## config.mk

```make
export PLATFORM = sky130hd
export DESIGN_NAME = acumulador_sumador
export DESIGN_NICKNAME = d
export VERILOG_FILES = /design/src/rtl/acumulador_pkg.sv /design/src/rtl/contador_sumas.sv /design/src/rtl/acumulador_sumador.sv
export SDC_FILE = /design/constraint.sdc
export NUM_CORES = 1
export LEC_CHECK = 0
export BUFFER_PORTS_ARGS = -buffer_cell sky130_fd_sc_hd__buf_4
export CORE_MARGIN = 5
export CORE_UTILIZATION = 45
export DETAILED_ROUTE_END_ITERATION = 8
export PLACE_DENSITY = 0.73
export SKIP_LAST_GASP = 1
export SYNTH_ARGS = -nofsm -noshare
export SYNTH_HDL_FRONTEND = slang
export SYNTH_SLANG_ARGS = --single-unit
export TNS_END_PERCENT = 20
```

## constraint.sdc

```tcl
create_clock -name clk -period 1.5 [get_ports clk]
set_input_delay 0.3 -clock clk [delete_from_list [all_inputs] [get_ports clk]]
set_output_delay 0.3 -clock clk [all_outputs]
set_load 0.01 [all_outputs]
```

## src/rtl/acumulador_pkg.sv

```systemverilog
// Shared definitions for the adder-result accumulator: FSM encoding and input width.
package acumulador_pkg;

    typedef logic [1:0] estado_t;

    localparam estado_t ST_IDLE = 2'd0;
    localparam estado_t ST_ACUM = 2'd1;
    localparam estado_t ST_DONE = 2'd2;

    localparam int SUM_WIDTH = 5;

endpackage

```

## src/rtl/contador_sumas.sv

```systemverilog
// Counts adder results accepted in the current burst; flags the enable that reaches N_SUMAS.
module contador_sumas #(
    parameter int N_SUMAS   = 4,
    parameter int CNT_WIDTH = $clog2(N_SUMAS + 1)
) (
    input  logic                 clk,
    input  logic                 rst_n,
    input  logic                 clr,
    input  logic                 en,
    output logic [CNT_WIDTH-1:0] count,
    output logic                 terminal
);

    localparam logic [CNT_WIDTH-1:0] ULTIMO = CNT_WIDTH'(N_SUMAS - 1);

    // High on the enable cycle whose increment lands count on N_SUMAS.
    assign terminal = en && (count == ULTIMO);

    always_ff @(posedge clk or negedge rst_n) begin
        if (!rst_n) begin
            count <= '0;
        end else if (clr) begin
            count <= '0;
        end else if (en) begin
            count <= count + CNT_WIDTH'(1);
        end
    end

endmodule

```

## src/rtl/acumulador_sumador.sv

```systemverilog
// Accumulates a burst of N_SUMAS 5-bit adder results and hands the total out on a valid/ready port.
module acumulador_sumador
    import acumulador_pkg::*;
#(
    parameter  int N_SUMAS   = 4,
    parameter  int ACC_WIDTH = 8,
    localparam int CNT_WIDTH = $clog2(N_SUMAS + 1)
) (
    input  logic                 clk,
    input  logic                 rst_n,
    input  logic                 start,
    input  logic [4:0]           sum,
    input  logic                 sum_valid,
    output logic                 sum_ready,
    output logic [ACC_WIDTH-1:0] acc_out,
    output logic                 acc_valid,
    input  logic                 acc_ready,
    output logic                 overflow,
    output logic [CNT_WIDTH-1:0] count
);

    // Unsigned add with the carry out of ACC_WIDTH kept in the top bit.
    function automatic logic [ACC_WIDTH:0] suma_con_acarreo(
        input logic [ACC_WIDTH-1:0] a,
        input logic [SUM_WIDTH-1:0] s
    );
        return {1'b0, a} + (ACC_WIDTH + 1)'(s);
    endfunction

    estado_t             state_q;
    estado_t             state_d;
    logic                clr;
    logic                transfer;
    logic                terminal;
    logic [ACC_WIDTH:0]  suma;

    assign clr      = (state_q == ST_IDLE) && start;
    assign transfer = sum_valid && sum_ready;
    assign suma     = suma_con_acarreo(acc_out, sum);

    contador_sumas #(
        .N_SUMAS   (N_SUMAS),
        .CNT_WIDTH (CNT_WIDTH)
    ) u_contador (
        .clk      (clk),
        .rst_n    (rst_n),
        .clr      (clr),
        .en       (transfer),
        .count    (count),
        .terminal (terminal)
    );

    always_ff @(posedge clk or negedge rst_n) begin
        if (!rst_n) begin
            state_q <= ST_IDLE;
        end else begin
            state_q <= state_d;
        end
    end

    always_comb begin
        state_d = state_q;
        case (state_q)
            ST_IDLE: if (start)     state_d = ST_ACUM;
            ST_ACUM: if (terminal)  state_d = ST_DONE;
            ST_DONE: if (acc_ready) state_d = ST_IDLE;
            default:                state_d = ST_IDLE;
        endcase
    end

    // Handshake outputs depend on state only, so sum_ready never waits on sum_valid.
    always_comb begin
        sum_ready = 1'b0;
        acc_valid = 1'b0;
        case (state_q)
            ST_ACUM: sum_ready = 1'b1;
            ST_DONE: acc_valid = 1'b1;
            default: ;
        endcase
    end

    // sum is only looked at on transfer cycles; the total and flag hold otherwise.
    always_ff @(posedge clk or negedge rst_n) begin
        if (!rst_n) begin
            acc_out  <= '0;
            overflow <= 1'b0;
        end else if (clr) begin
            acc_out  <= '0;
            overflow <= 1'b0;
        end else if (transfer) begin
            acc_out  <= suma[ACC_WIDTH-1:0];
            overflow <= overflow | suma[ACC_WIDTH];
        end
    end

endmodule

```

==> impl_metrics.json <==
{
  "ys_warn_count": 0,
  "fin_nets": 135,
  "synth_seq_cells": 14,
  "synthSimpleGateAreaFrac_pct": 14.93,
  "grt_pass1_wl_um": 3277,
  "synthFlopType": "dfrtp_1",
  "power.leakage_nw": 0.6146,
  "cts_root_buffer": "clkbuf_4",
  "synth_top_family_by_area": "compound AO/OA/AOI/OAI gates",
  "clk_pin_slew_ns": 0.09,
  "grt-ovfl-total": 0,
  "rsz0062_at_grt": "yes",
  "ys_top_cells_by_area": "dfrtp_1 41%, ha_1 10%, a22o_2 5.8%",
  "status": "finished, violations left",
  "post-route-period-util_pct": 110.1,
  "drt_iter0_drc": 9,
  "synth_adder_area_share_pct": 12.46,
  "cp.arrival_ns": 1.83,
  "async_flop_share_pct": 100.0,
  "synth-seq-area-share_pct": 40.58,
  "relSlewSlack_pct": 82.72,
  "num_vias": 704,
  "numClockSinks": 14,
  "finalHoldViolCount": 0,
  "syn_nets": 99,
  "synth_top_area_share_pct": 40.58,
  "p_per_area_nw_per_um2": 1944,
  "min_path_type": "in -> reg",
  "synth_compound_area_share_pct": 17.25,
  "cp_max_fo": 3,
  "dp.cells": 135,
  "cp.required_ns": 1.68,
  "core-area_um2": 1783,
  "pin_count": 24,
  "grt_antenna_before_repair": 0,
  "endpoint_kind": "flop",
  "wirelength_um": 1858,
  "vias_per_cell": 4.993,
  "cts_tree": "done",
  "first_global_vias": 761,
  "numCtsBuffers": 3,
  "yosysUniqueCellTypes": 29,
  "yosys.area.top_type": "dfrtp_1",
  "post-route-min-period_ns": 1.651,
  "synth_area_um2": 863.3,
  "fmax_mhz": 605.5,
  "tns_ns": -0.5911,
  "avgSynthCellArea_um2": 10.66,
  "cts_max_path_buffers": 2,
  "grt_max_degree": 15,
  "worstSetupStartpointType": "flop",
  "initial_core_util_pct": 48.42,
  "cts_max_level": 1,
  "fin_ws_ns": -0.1515,
  "worstMarginPinSlew_ns": 0.2565,
  "maxCapViolations": 0,
  "placement.io_buffers": 23,
  "stdcell_count": 141,
  "layout-area-overhead-vs-synth_pct": 34.64,
  "clk_latency_ns": 0.28,
  "layout-drive-gt1-share_pct": 45.69,
  "grtUsageTotal_pct": 15.62,
  "dieWidth_um": 53.80,
  "drt_pass1_iterations": 3,
  "diodes": 0,
  "die_h_um": 53.80,
  "ir_drop_mv": 0.9085,
  "report.final.slew_viol_count": 0,
  "core.rowCount": 15,
  "critical_path_class": "reg -> reg",
  "muxShareOfSynthArea_pct": 7.101,
  "dieArea_um2": 2894,
  "synth_xor_area_share_pct": 2.029,
  "violations": "negative setup slack",
  "wl_per_cell_um": 13.18,
  "fin_util_pct": 65.19,
  "fin_skew_ns": 0.001054,
  "drc_errors": 0,
  "antenna_left": 0,
  "synth_edf_count": 0,
  "gp_congestion": 0.7518,
  "hpwl_um": 1504,
  "finalSetupViolCount": 6,
  "syn_inst": 81
}
-- routing by layer --
| layer | GRT usage (%) | vias up | wire length (um) |
|---|---|---|---|
| li1 | - | 354 | - |
| met1 | 18.38 | 328 | 829 |
| met2 | 27.62 | 20 | 896 |
| met3 | 3.601 | 2 | 114 |
| met4 | 5.106 | 0 | 18 |
| met5 | 0 | - | 0 |
-- state kept, by name, indices dropped and copies added (netlist names) --
register,flops
overflow,1
acc_out,8
state_q,2
u_contador.count,3
-- cell families after synthesis --
logic type,count (synthesis)
buffers and inverters,8
AND/OR/NAND/NOR,24
adder cells (fa/ha/maj),8
XOR/XNOR,2
multiplexers,6
flip-flops,14
AO/OA/AOI/OAI,19
-- synthesized netlist by cell type (2+ instances only) --
cell	count
mux2i_1	5
ha_1	7
o211ai_1	2
inv_1	6
a211oi_2	2
dfrtp_1	14
a21oi_1	4
nor2_1	5
a22o_2	5
nand2_1	9
xnor2_1	2
o21ai_0	3
-- power by group --
group	internal, mW	leakage (nW)	switching, mW
sequential	0.533	0.176	0.124
combinational	0.739	0.417	0.586
clock	0.148	0.0210	0.129
-- final timing paths --
path	start	endpoint	slack (ns)	cells past startpoint
min in group asynchronous	rst_n	acc_out[7]$_DFFE_PN0P_	0.39	2
max	acc_out[0]$_DFFE_PN0P_	acc_out[4]$_DFFE_PN0P_	-0.15	7
max reg2reg	acc_out[0]$_DFFE_PN0P_	acc_out[4]$_DFFE_PN0P_	-0.15	7
max in group asynchronous	rst_n	u_contador.count[0]$_DFFE_PN0P_	0.94	2
min	sum_valid	state_q[0]$_DFFE_PN0P_	0.28	4
min reg2reg	acc_out[6]$_DFFE_PN0P_	acc_out[6]$_DFFE_PN0P_	0.52	1
-- per-stage QoR --
step / total power [mW] / hold WS (ns) / setup WS (ns) / cell area, um2
after floorplan: 1.458 / 0.004409 / -0.1468 / 868.3
after global placement: 1.927 / 0.1616 / -0.1466 / 1106
after detailed placement: 1.977 / 0.1623 / -0.2130 / 1106
after CTS: 2.290 / 0.2759 / -0.1702 / 1162
after global routing: 2.457 / 0.3170 / -0.2543 / 1162
final: 2.259 / 0.2804 / -0.1515 / 1162
-- critical path, cell delays in order (launching register included) --
cell	delay [ns]
dfrtp_1	0.36
ha_2	0.19
inv_2	0.04
fa_2	0.37
nor2b_2	0.13
o31a_1	0.19
a21oi_1	0.06
a22o_2	0.20
-- layout make-up --
type,count,area (um2)
fillers,165,620.6
well taps,25,31.28
clock buffers,4,36.28
multi-input cells,59,471.7
flip-flops and latches,14,350.3
repair buffers,33,250.2
inverters,6,22.52
-- cell usage in the layout, fill, tap and decap left out, types with 2 or more instances in the layout --
master,instances
buf_4,32
dfrtp_1,14
nand2_1,9
ha_1,6
inv_1,5
nor2_1,5
a22o_2,5
mux2i_1,5
a21oi_1,4
o21ai_0,3
clkbuf_4,3
o211ai_1,2
a211oi_2,2
xnor2_1,2
-- timing repair --
action	4_1_cts	5_1_grt
hold buffers	1	0
endpoints found under the hold margin	14	0
resized for setup	2	0
setup endpoints to repair	6	7
pin swaps	4	1
setup buffers	1	0
Power figures use the tool's default switching activity.
